--- config.mk ---
export PLATFORM = sky130hd
export DESIGN_NAME = pmod_gpio_bank_flat
export DESIGN_NICKNAME = d
export VERILOG_FILES = /design/src/rtl/pmod_gpio_bank_if.sv /design/src/rtl/pmod_gpio_bank.sv /design/src/flat_wrapper.sv
export SDC_FILE = /design/constraint.sdc
export NUM_CORES = 1
export LEC_CHECK = 0
export ABC_AREA = 1
export CAP_MARGIN = 10
export CORE_UTILIZATION = 55
export CTS_CLUSTER_DIAMETER = 200
export CTS_CLUSTER_SIZE = 12
export DETAILED_ROUTE_END_ITERATION = 8
export PLACE_DENSITY = 0.76
export SLEW_MARGIN = 20
export SYNTH_ARGS = -nofsm -noshare
export SYNTH_HDL_FRONTEND = slang
export SYNTH_SLANG_ARGS = --single-unit
--- constraint.sdc ---
create_clock -name clk -period 2.9 [get_ports clk]
set_input_delay 0.29 -clock clk [delete_from_list [all_inputs] [get_ports clk]]
set_output_delay 0.29 -clock clk [all_outputs]
set_load 0.03 [all_outputs]
--- src/rtl/pmod_gpio_bank_if.sv ---
// Register-access bus between the shim (master) and the GPIO bank (slave).
// Read data is registered in the slave and qualified by reg_rvalid.
interface pmod_gpio_bank_if #(
    parameter int N_PINS = 8
);
    logic [2:0]        reg_addr;
    logic              reg_wr;
    logic [N_PINS-1:0] reg_wdata;
    logic              reg_rd;
    logic [N_PINS-1:0] reg_rdata;
    logic              reg_rvalid;

    modport master (
        output reg_addr, reg_wr, reg_wdata, reg_rd,
        input  reg_rdata, reg_rvalid
    );

    modport slave (
        input  reg_addr, reg_wr, reg_wdata, reg_rd,
        output reg_rdata, reg_rvalid
    );
endinterface

--- src/rtl/pmod_gpio_bank.sv ---
// PMOD/GPIO pin bank: per-pin output/tri-state registers, synchronised and
// debounced inputs, and sticky W1C edge interrupts.
module pmod_gpio_bank #(
    parameter int N_PINS          = 8,
    parameter int DEBOUNCE_CYCLES = 16
) (
    input  logic                 clk,
    input  logic                 reset,
    input  logic [N_PINS-1:0]    pin_i,
    output logic [N_PINS-1:0]    pin_o,
    output logic [N_PINS-1:0]    pin_t,
    pmod_gpio_bank_if.slave      bus,
    output logic                 irq
);

    localparam int CW = $clog2(DEBOUNCE_CYCLES + 1);
    localparam logic [CW-1:0] CNT_LAST = CW'(DEBOUNCE_CYCLES - 1);

    localparam logic [2:0] ADDR_DATA_OUT   = 3'd0;
    localparam logic [2:0] ADDR_TRI        = 3'd1;
    localparam logic [2:0] ADDR_DATA_IN    = 3'd2;
    localparam logic [2:0] ADDR_RISE_EN    = 3'd3;
    localparam logic [2:0] ADDR_FALL_EN    = 3'd4;
    localparam logic [2:0] ADDR_IRQ_EN     = 3'd5;
    localparam logic [2:0] ADDR_IRQ_STATUS = 3'd6;

    logic [N_PINS-1:0] data_out;
    logic [N_PINS-1:0] tri_ctl;
    logic [N_PINS-1:0] rise_en;
    logic [N_PINS-1:0] fall_en;
    logic [N_PINS-1:0] irq_en;
    logic [N_PINS-1:0] irq_status;

    logic [N_PINS-1:0] sync1;
    logic [N_PINS-1:0] sync2;
    logic [N_PINS-1:0] stable;
    logic [N_PINS-1:0] stable_d;
    logic [CW-1:0]     cnt [N_PINS];

    logic [N_PINS-1:0] rise;
    logic [N_PINS-1:0] fall;
    logic [N_PINS-1:0] edge_set;
    logic [N_PINS-1:0] w1c_mask;
    logic [N_PINS-1:0] rd_mux;

    always_comb begin
        rise     = stable & ~stable_d;
        fall     = ~stable & stable_d;
        edge_set = (rise & rise_en) | (fall & fall_en);
        w1c_mask = '0;
        if (bus.reg_wr && bus.reg_addr == ADDR_IRQ_STATUS) begin
            w1c_mask = bus.reg_wdata;
        end
    end

    // Read mux sees pre-edge register values, so a same-cycle write is not visible.
    always_comb begin
        rd_mux = '0;
        case (bus.reg_addr)
            ADDR_DATA_OUT:   rd_mux = data_out;
            ADDR_TRI:        rd_mux = tri_ctl;
            ADDR_DATA_IN:    rd_mux = stable;
            ADDR_RISE_EN:    rd_mux = rise_en;
            ADDR_FALL_EN:    rd_mux = fall_en;
            ADDR_IRQ_EN:     rd_mux = irq_en;
            ADDR_IRQ_STATUS: rd_mux = irq_status;
            default:         rd_mux = '0;
        endcase
    end

    always_ff @(posedge clk) begin
        if (reset) begin
            data_out <= '0;
            tri_ctl  <= '1;
            rise_en  <= '0;
            fall_en  <= '0;
            irq_en   <= '0;
        end else if (bus.reg_wr) begin
            case (bus.reg_addr)
                ADDR_DATA_OUT: data_out <= bus.reg_wdata;
                ADDR_TRI:      tri_ctl  <= bus.reg_wdata;
                ADDR_RISE_EN:  rise_en  <= bus.reg_wdata;
                ADDR_FALL_EN:  fall_en  <= bus.reg_wdata;
                ADDR_IRQ_EN:   irq_en   <= bus.reg_wdata;
                default: ;
            endcase
        end
    end

    // Set has priority over a simultaneous write-1-to-clear.
    always_ff @(posedge clk) begin
        if (reset) begin
            irq_status <= '0;
        end else begin
            irq_status <= (irq_status & ~w1c_mask) | edge_set;
        end
    end

    always_ff @(posedge clk) begin
        if (reset) begin
            bus.reg_rdata  <= '0;
            bus.reg_rvalid <= 1'b0;
        end else begin
            bus.reg_rvalid <= bus.reg_rd;
            if (bus.reg_rd) begin
                bus.reg_rdata <= rd_mux;
            end
        end
    end

    always_ff @(posedge clk) begin
        if (reset) begin
            sync1    <= '0;
            sync2    <= '0;
            stable   <= '0;
            stable_d <= '0;
            for (int i = 0; i < N_PINS; i++) begin
                cnt[i] <= '0;
            end
        end else begin
            sync1    <= pin_i;
            sync2    <= sync1;
            stable_d <= stable;
            // Counter tops out at DEBOUNCE_CYCLES-1, so it cannot wrap.
            for (int i = 0; i < N_PINS; i++) begin
                if (sync2[i] != stable[i]) begin
                    if (cnt[i] == CNT_LAST) begin
                        stable[i] <= sync2[i];
                        cnt[i]    <= '0;
                    end else begin
                        cnt[i] <= cnt[i] + 1'b1;
                    end
                end else begin
                    cnt[i] <= '0;
                end
            end
        end
    end

    assign pin_o = data_out;
    assign pin_t = tri_ctl;
    assign irq   = |(irq_status & irq_en);

endmodule

--- src/flat_wrapper.sv ---
// flat-port wrapper written by rule: the top's interface ports become plain ports
module pmod_gpio_bank_flat 
#(
    parameter int N_PINS          = 8,
    parameter int DEBOUNCE_CYCLES = 16
)
  (clk, reset, pin_i, pin_o, pin_t, irq, bus_reg_addr, bus_reg_wr, bus_reg_wdata, bus_reg_rd, bus_reg_rdata, bus_reg_rvalid);
  pmod_gpio_bank_if #(.N_PINS(N_PINS)) bus_i ();
  input  logic clk;
  input  logic reset;
  input  logic [N_PINS-1:0] pin_i;
  output logic [N_PINS-1:0] pin_o;
  output logic [N_PINS-1:0] pin_t;
  output logic irq;
  input wire logic [$bits(bus_i.reg_addr)-1:0] bus_reg_addr;
  input wire logic [$bits(bus_i.reg_wr)-1:0] bus_reg_wr;
  input wire logic [$bits(bus_i.reg_wdata)-1:0] bus_reg_wdata;
  input wire logic [$bits(bus_i.reg_rd)-1:0] bus_reg_rd;
  output wire logic [$bits(bus_i.reg_rdata)-1:0] bus_reg_rdata;
  output wire logic [$bits(bus_i.reg_rvalid)-1:0] bus_reg_rvalid;
  assign bus_i.reg_addr = bus_reg_addr;
  assign bus_i.reg_wr = bus_reg_wr;
  assign bus_i.reg_wdata = bus_reg_wdata;
  assign bus_i.reg_rd = bus_reg_rd;
  assign bus_reg_rdata = bus_i.reg_rdata;
  assign bus_reg_rvalid = bus_i.reg_rvalid;
  pmod_gpio_bank #(.N_PINS(N_PINS), .DEBOUNCE_CYCLES(DEBOUNCE_CYCLES)) u_core (.clk(clk), .reset(reset), .pin_i(pin_i), .pin_o(pin_o), .pin_t(pin_t), .bus(bus_i), .irq(irq));
endmodule
Yosys cells after proc, flatten, opt, wreduce, memory -nomap -nowiden. Memory sizes are Yosys's and may differ from the RTL's. Cells that the tools add are included.

Input bits: 23. Output and inout bits: 26. Memories: 1. RAM bits: 40. Logic and storage cells: 217. Flip-flop bits (word level): 89.

Memory list: u_core.cnt (words 8, bits a word 5, read ports 8, clocked after Yosys merged registers in 0, write ports 8, RTL line pmod_gpio_bank.sv:38) `logic [CW-1:0] cnt [N_PINS];`.

Bitwise logic cells: 35. Add/sub/neg operators: 8. Reduce and logical (&&, ||, !) cells: 16. Multiplexer cells: 116. Equal/unequal tests: 22.

Operator list (count): $mux 5 (24); $mux 1 (90); $pmux 8 s7 (1); $and 8x8->8 (6); $add 5x1->5 const B (8); $eq 5x4->1 const B (8); $reduce_and 2->1 (13); $not 8->8 (3); $or 1x1->1 (24); $or 8x8->8 (2); $eq 3x3->1 const B (3); $mux 8 (1); $ne 1x1->1 (8); $reduce_or 8->1 (1); $eq 3x2->1 const B (2); $eq 3x1->1 const B (1); $logic_not 3->1 (1); $logic_and 1x1->1 (1).

Logic depth before layout (Yosys ltp). Gate-level depths: netlist (run 1).

Depth after elaboration: 8. Gate-level depth with buffers: 9. Gate-level depth less buffers: 8.

Worst setup path after synthesis (run 1). Ideal clock, no wire load.

Path kind: reg2reg. Start: memory u_core.cnt[2][5] (netlist bit). End: memory u_core.cnt[2][8] (netlist bit) (data pin). Required time: 2.754 ns. Period minus slack after synthesis: 1.523 ns. Cell stages (with the launch flop): 9. Arrival time: 1.377 ns. Setup slack: 1.377 ns. Library setup time: 0.146 ns. Path through: edfxtp_1 ha_1 nand2_1 nor2_1 ha_1 inv_1 o211ai_1 o21bai_1 a21oi_1.

RTL lines (RTL line): from (decl) (pmod_gpio_bank.sv:38).

Worst setup path after layout (run 1).
Start: register u_core.irq_en[3]. End: output port irq.

Longest elaborated chain between the ends: 2.

RTL lines: from (decl) (RTL line pmod_gpio_bank.sv:31) `logic [N_PINS-1:0] irq_en;`; from (signal assigned) (RTL line pmod_gpio_bank.sv:84) `ADDR_IRQ_EN: irq_en <= bus.reg_wdata;`; $and 8x8->8 (RTL line pmod_gpio_bank.sv:142) `assign irq = |(irq_status & irq_en);`; $reduce_or 8->1 (RTL line pmod_gpio_bank.sv:142); to (decl) (RTL line flat_wrapper.sv:14) `output logic irq;`.

No other way between the ends.

==> results of run 1 <==
==> area by class of cell <==
type,count,area [um^2]
clock inverters,13,143.9
flip-flops and latches,129,2983
clock buffers,19,421.7
repair buffers,53,513.0
fillers,821,3221
inverters,109,411.6
multi-input cells,449,2367
well taps,136,170.2
==> worst paths after layout <==
check | slack (ns) | to | cells past startpoint
hold / removal | 0.18 | u_core.sync1[1] | 2
setup reg to reg | 1.18 | u_core.cnt[2][8] | 8
setup / recovery | 0.62 | irq | 5
hold reg to reg | 0.40 | u_core.sync2[5] | 2
==> state kept, by name, indices dropped and copies added (netlist names) <==
name	cells
u_core.bus.reg_rdata	8
u_core.bus.reg_rvalid	1
u_core.cnt	40
u_core.fall_en	8
u_core.irq_en	8
u_core.irq_status	8
u_core.pin_o	8
u_core.pin_t	8
u_core.rise_en	8
u_core.stable	8
u_core.stable_d	8
u_core.sync1	8
u_core.sync2	8
==> synth_stat cells (2+ instances only) <==
library cell	n	share of area, %
o21ai_0	42	3.6
nor3_1	8	0.69
nand3_1	29	2.5
buf_2	13	1.1
o21ai_1	6	0.52
o211ai_1	5	0.65
a31oi_1	8	0.87
buf_4	6	0.78
ha_1	16	3.5
inv_1	106	6.9
o211ai_2	8	1.7
dfxtp_1	89	31
clkbuf_1	8	0.52
a21oi_1	70	6.1
nand2_1	68	4.4
edfxtp_1	40	21
nand4_1	33	3.6
nand4_4	2	0.74
nor2_1	89	5.8
buf_1	2	0.13
xor2_1	3	0.46
o21bai_1	8	1.0
nor3b_1	8	1.0
==> report_power, final <==
part | switching (mW) | total [mW] | internal [mW] | leakage [nW]
logic | 0.196 | 0.298 | 0.102 | 1.57
clock network | 0.746 | 2.04 | 1.29 | 0.272
registers | 0.0396 | 1.96 | 1.92 | 1.14
total | 0.982 | 4.30 | 3.32 | 2.98
==> per-stage QoR <==
| step | instances | instance area, um^2 | worst slack [ns] | util (%) | power, mW |
|---|---|---|---|---|---|
| 2_1_floorplan | 716 | 5909 | 1.377 | - | 2.182 |
| 3_5_place_dp | 876 | 6445 | 0.5488 | 62.99 | 2.294 |
| 5_1_grt | 908 | 7010 | 0.5650 | 68.52 | 4.436 |
| 6_report | 908 | 7010 | 0.6170 | 68.52 | 4.298 |
| 4_1_cts | 908 | 7010 | 0.6093 | 68.52 | 4.323 |
| 3_3_place_gp | 876 | 6445 | 0.6671 | 62.99 | 2.283 |
==> layer usage <==
layer  global-route usage, %  share of wire [%]  up-vias
met5                       0                  0        -
met4                   12.65                2.4        0
met3                   5.764                6.1       24
met2                   41.01                 47      148
met1                   33.10                 44     2232
li1                        -                  -     2393
==> kinds of logic after synthesis <==
group           after synthesis  share of synthesized area [%]
compound gates              149                          14.85
other cells                   1                        0.06507
flops                       129                          51.76
simple gates                241                          19.69
buf+inv                     138                          9.705
fa+ha+maj                    16                          3.474
xor+xnor                      3                         0.4560
==> impl_metrics.tcl, run 1 <==
set metrics [dict create \
    critPathMaxStageDelay_ns 0.61 \
    vias_per_cell 5.283 \
    drive_gt1_share_pct 6.218 \
    cts_buffers 17 \
    fin_tns_setup_ns 0 \
    holdWs_ns 0.1806 \
    synthFlopType "dfxtp_1" \
    ant_nets 0 \
    drv_cap 0 \
    crit_chain "nand2_1, nand2_1, a221oi_1, nand3_1, clkdlybuf4s50_1" \
    nNetsFinal 798 \
    clkSinkCount 129 \
    firstDrtPassIters 5 \
    setup.worst_path.start "u_core.irq_en[3]" \
    final_common_cell "inv_1" \
    synth_area_per_cell_um2 8.513 \
    first_global_vias 4541 \
    arrival_ns 1.99 \
    crit_path_end_kind "output pin" \
    grt_pass1_wl_mm 21.58 \
    ir_drop_mv 0.3970 \
    slew_violations 0 \
    cts_setup_buffers 0 \
    status "completed" \
    crit_required_ns 2.61 \
    p_leak_nw 2.980 \
    antenna_found_initial 0 \
    clock.fmax_ghz 0.4380 \
    netlist-cell-type-count 33 \
    diodes 0 \
    powerDensity_nw_per_um2 613.1 \
    final_hold_viol_count 0 \
    tightest_slew_ns 0.5186 \
    worstHoldPathType "input pin to flop" \
    drt-initial-drc-count 322 \
    postSynthCellCount 677 \
    start_kind "flop" \
    crit_path_frequent_cell "nand2_1" \
    track_usage_pct 25.77 \
    die_area_um2 10890 \
    fin_worst_skew_ns 0.004882 \
    overflow 0 \
    yosysSeqAreaShare_pct 51.76 \
    area_growth_syn_to_layout_pct 21.65 \
    clk_pin_slew_ns 0.06 \
    die_w_um 104.4 \
    synth-edff-count 40 \
    htree_levels 4 \
    clkLatencyLatePin_ns 0.53 \
    core_area_um2 10230 \
    gp_congestion 0.9042 \
    worst_path_max_delay_cell "clkdlybuf4s50_1" \
    clockBufferDepth 2 \
    start_util_pct 56.33 \
    die_h_um 104.4 \
    crit_type "flop to output pin" \
    io_pins 49 \
    ys_warn_count 0 \
    cts_tree "built" \
    grt_start_max_net_pins 37 \
    r2r_start "u_core.cnt[2][5]" \
    critPathTopFamily "buffers and inverters" \
    hold_buffers 0 \
    ys_ff_latch 129 \
    period_minus_slack_ns 2.283 \
    rsz0062_at_grt "false" \
    place_hpwl_mm 9.521 \
    final_cell_mix "inv_1 (106), nor2_1 (89), dfxtp_1 (89)" \
    syn_area_um2 5763 \
    cts-root-buf "clkbuf_8" \
    async_flop_share_pct 0 \
    post-route-period-util_pct 78.73 \
    setup_viol 0 \
    maxSlewHeadroom_pct 65.39 \
    port_buffers 48 \
    post_cts_resized 0 \
    drt_wl_total_mm 13.13 \
    holdCritStartpoint "reset" \
    cp_num_buf_inv 1 \
    drc 0 \
    vias 4797 \
    num_rows 37 \
    drt-wirelength-per-cell_um 14.45 \
    cp_max_fo 3 \
]
(Power assumes the default switching activity.)
==> run 2: changes to the inputs <==
==> constraint.sdc (replaced) <==
create_clock -name clk -period 2.2 [get_ports clk]
set_input_delay 0.22 -clock clk [delete_from_list [all_inputs] [get_ports clk]]
set_output_delay 0.22 -clock clk [all_outputs]
set_load 0.03 [all_outputs]
==> run 2 against run 1 <==
Effect of this change: combinational power rose by 35%; cell count rose by 0.77%; design area rose by 0.30%; via count grew 1.1%; critical path type unchanged; die area stayed put; sequential share of layout area is 0.13 points lower; register-to-register slack lost 0.72 ns; sequential cell count stayed put; highest routed layer unchanged; global-route usage shrank 1.0 points; total power rose by 29%.
==> impl_metrics.tcl, run 2 (synthesized netlist as in run 1, its figures left out) <==
set metrics [dict create \
    crit_type "flop to output pin" \
    start_kind "flop" \
    cp_max_fo 3 \
    reg2reg_depth 8 \
    status "completed" \
    die_area_um2 10890 \
    largest_register_ffs 40 \
    rrSetupSlack_ns 0.46 \
    cts_tree "built" \
    io_pins 49 \
    power_frac_seq_pct 46.7 \
    setup_viol 0 \
    fin_util_pct 68.73 \
    die_h_um 104.4 \
    ir_drop_mv 0.4770 \
    final_common_cell "inv_1" \
    vias_per_cell 5.302 \
    nNetsFinal 805 \
    worst_path_max_delay_cell "dlygate4sd2_1" \
    track_usage_pct 24.75 \
    clockBufferDepth 2 \
    power_frac_comb_pct 7.3 \
    num_rows 37 \
    grt_pass1_wl_mm 21.11 \
    cts-root-buf "clkbuf_8" \
    multi_input_area_um2 2367 \
    final_cell_mix "inv_1 (106), nor2_1 (89), dfxtp_1 (89)" \
    die_w_um 104.4 \
    fin_worst_skew_ns 0.007907 \
    clkPwrFrac_pct 46.0 \
    drive_gt1_share_pct 7.060 \
    ant_nets 0 \
    core_area_um2 10230 \
    area_growth_syn_to_layout_pct 22.01 \
    regArea_um2 2983 \
    critPathMaxStageDelay_ns 0.38 \
    period_minus_slack_ns 2.052 \
    powerDensity_nw_per_um2 786.5 \
    vias 4851 \
    endpoint "irq" \
    firstDrtPassIters 5 \
    crit_path_end_kind "output pin" \
    antenna_found_initial 0 \
    regMostFlops "u_core.cnt" \
    drt-initial-drc-count 304 \
    crit_required_ns 1.98 \
    drc 0 \
    crit_chain "nand2_1, nand2_1, a221oi_1, nand3_1, dlygate4sd2_1" \
    overflow 0 \
    clock.fmax_ghz 0.4873 \
    diodes 0 \
    port_buffers 48 \
    worstHoldPathType "input pin to flop" \
    final_hold_viol_count 0 \
    rr_endpoint "u_core.cnt[3][8]" \
    rsz0062_at_grt "false" \
    p_sw_share_pct 22.98 \
    clkLatencyLatePin_ns 0.52 \
    instances_no_fill 915 \
    dp.cells 883 \
    clkSinkCount 129 \
    drt-wirelength-per-cell_um 13.82 \
    hold_buffers 0 \
    fillers 817 \
    clk_pin_slew_ns 0.06 \
    place_hpwl_mm 8.845 \
    drt_wl_total_mm 12.65 \
    arrival_ns 1.83 \
    p_switching_mw 1.271 \
    htree_levels 4 \
    grt_start_max_net_pins 43 \
    p_int_mw 4.260 \
    r2r_start "u_core.cnt[3][5]" \
    drv_cap 0 \
    setup.worst_path.start "u_core.irq_status[3]" \
    crit_path_frequent_cell "nand2_1" \
    holdWs_ns 0.1061 \
    cts_buffers 17 \
    gp_congestion 0.9020 \
    post-route-period-util_pct 93.29 \
    p_leak_nw 3.015 \
    start_util_pct 56.33 \
    first_global_vias 4558 \
    slew_violations 0 \
    fin_tns_setup_ns 0 \
]
## run 2: critical path: cells and delay by family (launching register included)
| kind | cells | cell delay [ns] |
|---|---|---|
| compound gates | 1 | 0.33 |
| flops | 1 | 0.33 |
| buf+inv | 1 | 0.38 |
| simple gates | 3 | 0.27 |
## run 2: metrics by stage
step                area, um^2  total power, mW  setup slack (ns)
CTS                       7032            5.552            0.1541
global placement          6497            3.011            0.2862
global route              7032            5.723            0.1005
detailed placement        6497            3.027            0.1818
floorplan                 5909            2.876            0.6774
finish                    7032            5.531            0.1477
## run 2: final cells by class
| class | instances | area share (%) |
|---|---|---|
| Sequential cell | 129 | 42.42 |
| Multi-Input combinational cell | 449 | 33.67 |
| Clock inverter | 7 | 0.8541 |
| Clock buffer | 25 | 6.762 |
| Timing Repair Buffer | 60 | 8.025 |
| Inverter | 109 | 5.854 |
| Tap cell | 136 | 2.420 |
## run 2: power by group through the flow
stage / combinational (mW) / sequential, mW / clock [mW]
finish: 0.402 / 2.59 / 2.54
global placement: 0.383 / 2.63 / 0
global route: 0.446 / 2.59 / 2.68
floorplan: 0.224 / 2.65 / 0
CTS: 0.400 / 2.58 / 2.57
detailed placement: 0.394 / 2.63 / 0
## run 2: how the worst min path moves through the flow
stage / start / slack (ns) / depth (start not counted) / to
after global placement: u_core.sync1[2] / 0.39 / 2 / u_core.sync2[2]
after CTS: reset / 0.10 / 2 / u_core.bus.reg_rvalid
after global routing: reset / 0.12 / 2 / u_core.bus.reg_rvalid
after floorplan: pin_i[0] / 0.33 / 2 / u_core.sync1[0]
after detailed placement: u_core.sync1[2] / 0.39 / 2 / u_core.sync2[2]
final: reset / 0.11 / 2 / u_core.bus.reg_rvalid
## run 2: metal layers
layer | vias up | GRT usage [%] | wire length [um]
met5 | - | 0 | 0
met4 | 0 | 12.76 | 375
met3 | 32 | 5.827 | 717
met2 | 157 | 39.31 | 5989
met1 | 2253 | 31.41 | 5563
li1 | 2409 | - | -
## run 2: timing repair
action,in CTS,in global routing
gates resized for setup,1,0
endpoints found under the setup margin,1,0
setup buffers,0,0
==> run 3: changes to the inputs <==
--- a/config.mk
+++ b/config.mk
@@ -7,7 +7,9 @@
 export LEC_CHECK = 0
 export ABC_AREA = 1
 export CAP_MARGIN = 10
+export CORE_MARGIN = 5
 export CORE_UTILIZATION = 55
+export CTS_BUF_LIST = sky130_fd_sc_hd__clkbuf_8
 export CTS_CLUSTER_DIAMETER = 200
 export CTS_CLUSTER_SIZE = 12
 export DETAILED_ROUTE_END_ITERATION = 8
==> run 3 against run 2 <==
Effect of this change: critical path depth is the same; worst setup slack gained 0.077 ns; combinational power shrank 2%; cell count shrank 0.33%; maximum frequency grew 3.9%; highest routed layer unchanged; sequential share of layout area grew 0.82 points; clock-buffer cell count shrank 4; via count shrank 1.9%; hold slack gained 0.053 ns.
==> impl_metrics.tcl, run 3 (synthesized netlist as in run 1, its figures left out) <==
set metrics [dict create \
    worst_path_max_delay_cell "dlygate4sd2_1" \
    io_pins 49 \
    hold_buffers 0 \
    instances_no_fill 912 \
    worstHoldPathType "input pin to flop" \
    area_growth_syn_to_layout_pct 19.71 \
    die_w_um 112.4 \
    clockBufferDepth 2 \
    vias 4760 \
    start_util_pct 56.07 \
    ant_nets 0 \
    num_rows 37 \
    drc 0 \
    crit_required_ns 1.98 \
    drt-initial-drc-count 401 \
    fin_tns_setup_ns 0 \
    rsz0062_at_grt "false" \
    place_hpwl_mm 9.191 \
    critPathTopFamily "buffers and inverters" \
    period_minus_slack_ns 1.976 \
    core_area_um2 10280 \
    grt_pass1_wl_mm 21.25 \
    crit_type "flop to output pin" \
    cts_tree "built" \
    nNetsFinal 802 \
    die_h_um 112.4 \
    track_usage_pct 21.01 \
    fin_worst_skew_ns 0.01109 \
    drt_wl_total_mm 12.56 \
    critPathMaxStageDelay_ns 0.39 \
    final_cell_mix "inv_1 (111), nor2_1 (89), dfxtp_1 (89)" \
    firstDrtPassIters 5 \
    arrival_ns 1.76 \
    regMostFlops "u_core.cnt" \
    final_hold_viol_count 0 \
    largest_register_ffs 40 \
    final_common_cell "inv_1" \
    setup_viol 0 \
    cts-root-buf "clkbuf_8" \
    crit_path_frequent_cell "nand2_1" \
    clock.fmax_ghz 0.5062 \
    antenna_found_initial 0 \
    overflow 0 \
    first_global_vias 4585 \
    fin_util_pct 67.13 \
    die_area_um2 12630 \
    dp.cells 880 \
    status "completed" \
    drv_cap 0 \
    cp_max_fo 3 \
    cp_num_buf_inv 1 \
    ir_drop_mv 0.4636 \
    drt-wirelength-per-cell_um 13.77 \
    slew_violations 0 \
    cts_buffers 17 \
    htree_levels 4 \
    total_power_mw 5.067 \
    gp_congestion 0.9293 \
    grt_start_max_net_pins 46 \
    crit_path_end_kind "output pin" \
    p_leak_nw 2.968 \
    drive_gt1_share_pct 6.830 \
    powerDensity_nw_per_um2 734.4 \
    diodes 0 \
    vias_per_cell 5.219 \
    clk_pin_slew_ns 0.07 \
    start_kind "flop" \
    clkSinkCount 129 \
    clkLatencyLatePin_ns 0.44 \
    post-route-period-util_pct 89.80 \
    port_buffers 48 \
    crit_chain "nand2_1, nand2_1, a221oi_1, nand3_1, dlygate4sd2_1" \
]
==> run 3: changes by cell type in the layout (fill, tap and decap cells not counted) <==
cell,before,now
buf_12,0,1
buf_4,12,8
bufinv_16,1,3
clkbuf_1,6,0
clkbuf_16,17,0
clkbuf_8,2,21
clkinv_2,6,3
inv_1,106,111
==> run 3: path summary, 6_finish.rpt <==
kind	start	endpoint	slack [ns]	cells after the start
max	u_core.irq_en[3]	irq	0.22	5
min	reset	u_core.sync2[1]	0.16	2
max reg2reg	u_core.cnt[3][0]	u_core.cnt[3][3]	0.49	8
min reg2reg	u_core.sync1[2]	u_core.sync2[2]	0.39	2
==> run 3: per-layer routing <==
| metal | vias to the layer above | part of all wire (%) | track usage, % |
|---|---|---|---|
| li1 | 2408 | - | - |
| met5 | - | 0 | 0 |
| met2 | 155 | 46 | 32.98 |
| met4 | 0 | 2.0 | 8.333 |
| met1 | 2176 | 44 | 26.93 |
| met3 | 21 | 7.6 | 6.900 |
==> run 3: power by group <==
| group | switching [mW] | internal (mW) | total (mW) |
|---|---|---|---|
| clock | 0.873 | 1.22 | 2.09 |
| sequential | 0.0514 | 2.53 | 2.58 |
| combinational | 0.254 | 0.141 | 0.395 |
| total | 1.18 | 3.89 | 5.07 |
==> run 3: worst reg2reg max path: stages (launching register included) <==
cell      delay (ns)
edfxtp_1        0.41
ha_1            0.23
nand2_1         0.08
nor2_1          0.05
ha_1            0.19
inv_1           0.08
o211ai_1        0.18
o21bai_1        0.22
a21oi_1         0.13
==> run 3: area by class of cell <==
type / count / area, um^2
Timing Repair Buffer: 57 / 554.3
Inverter: 109 / 411.6
Multi-Input combinational cell: 449 / 2367
Clock inverter: 11 / 123.9
Clock buffer: 21 / 289.0
Sequential cell: 129 / 2983
Tap cell: 136 / 170.2
Fill cell: 897 / 3378
==> run 3: timing repair <==
action,in CTS,in global routing
endpoints found under the hold margin,0,0
resized for setup,1,0
buffers inserted,0,0
setup endpoints to repair,1,0
==> run 3: through the flow <==
stage | worst slack, ns | area (um^2) | hold WS (ns)
floorplan | 0.6774 | 5909 | 0.3270
global placement | 0.2589 | 6487 | 0.3906
detailed placement | 0.2282 | 6487 | 0.3943
CTS | 0.2422 | 6899 | 0.1292
global route | 0.1747 | 6899 | 0.1598
finish | 0.2244 | 6899 | 0.1591
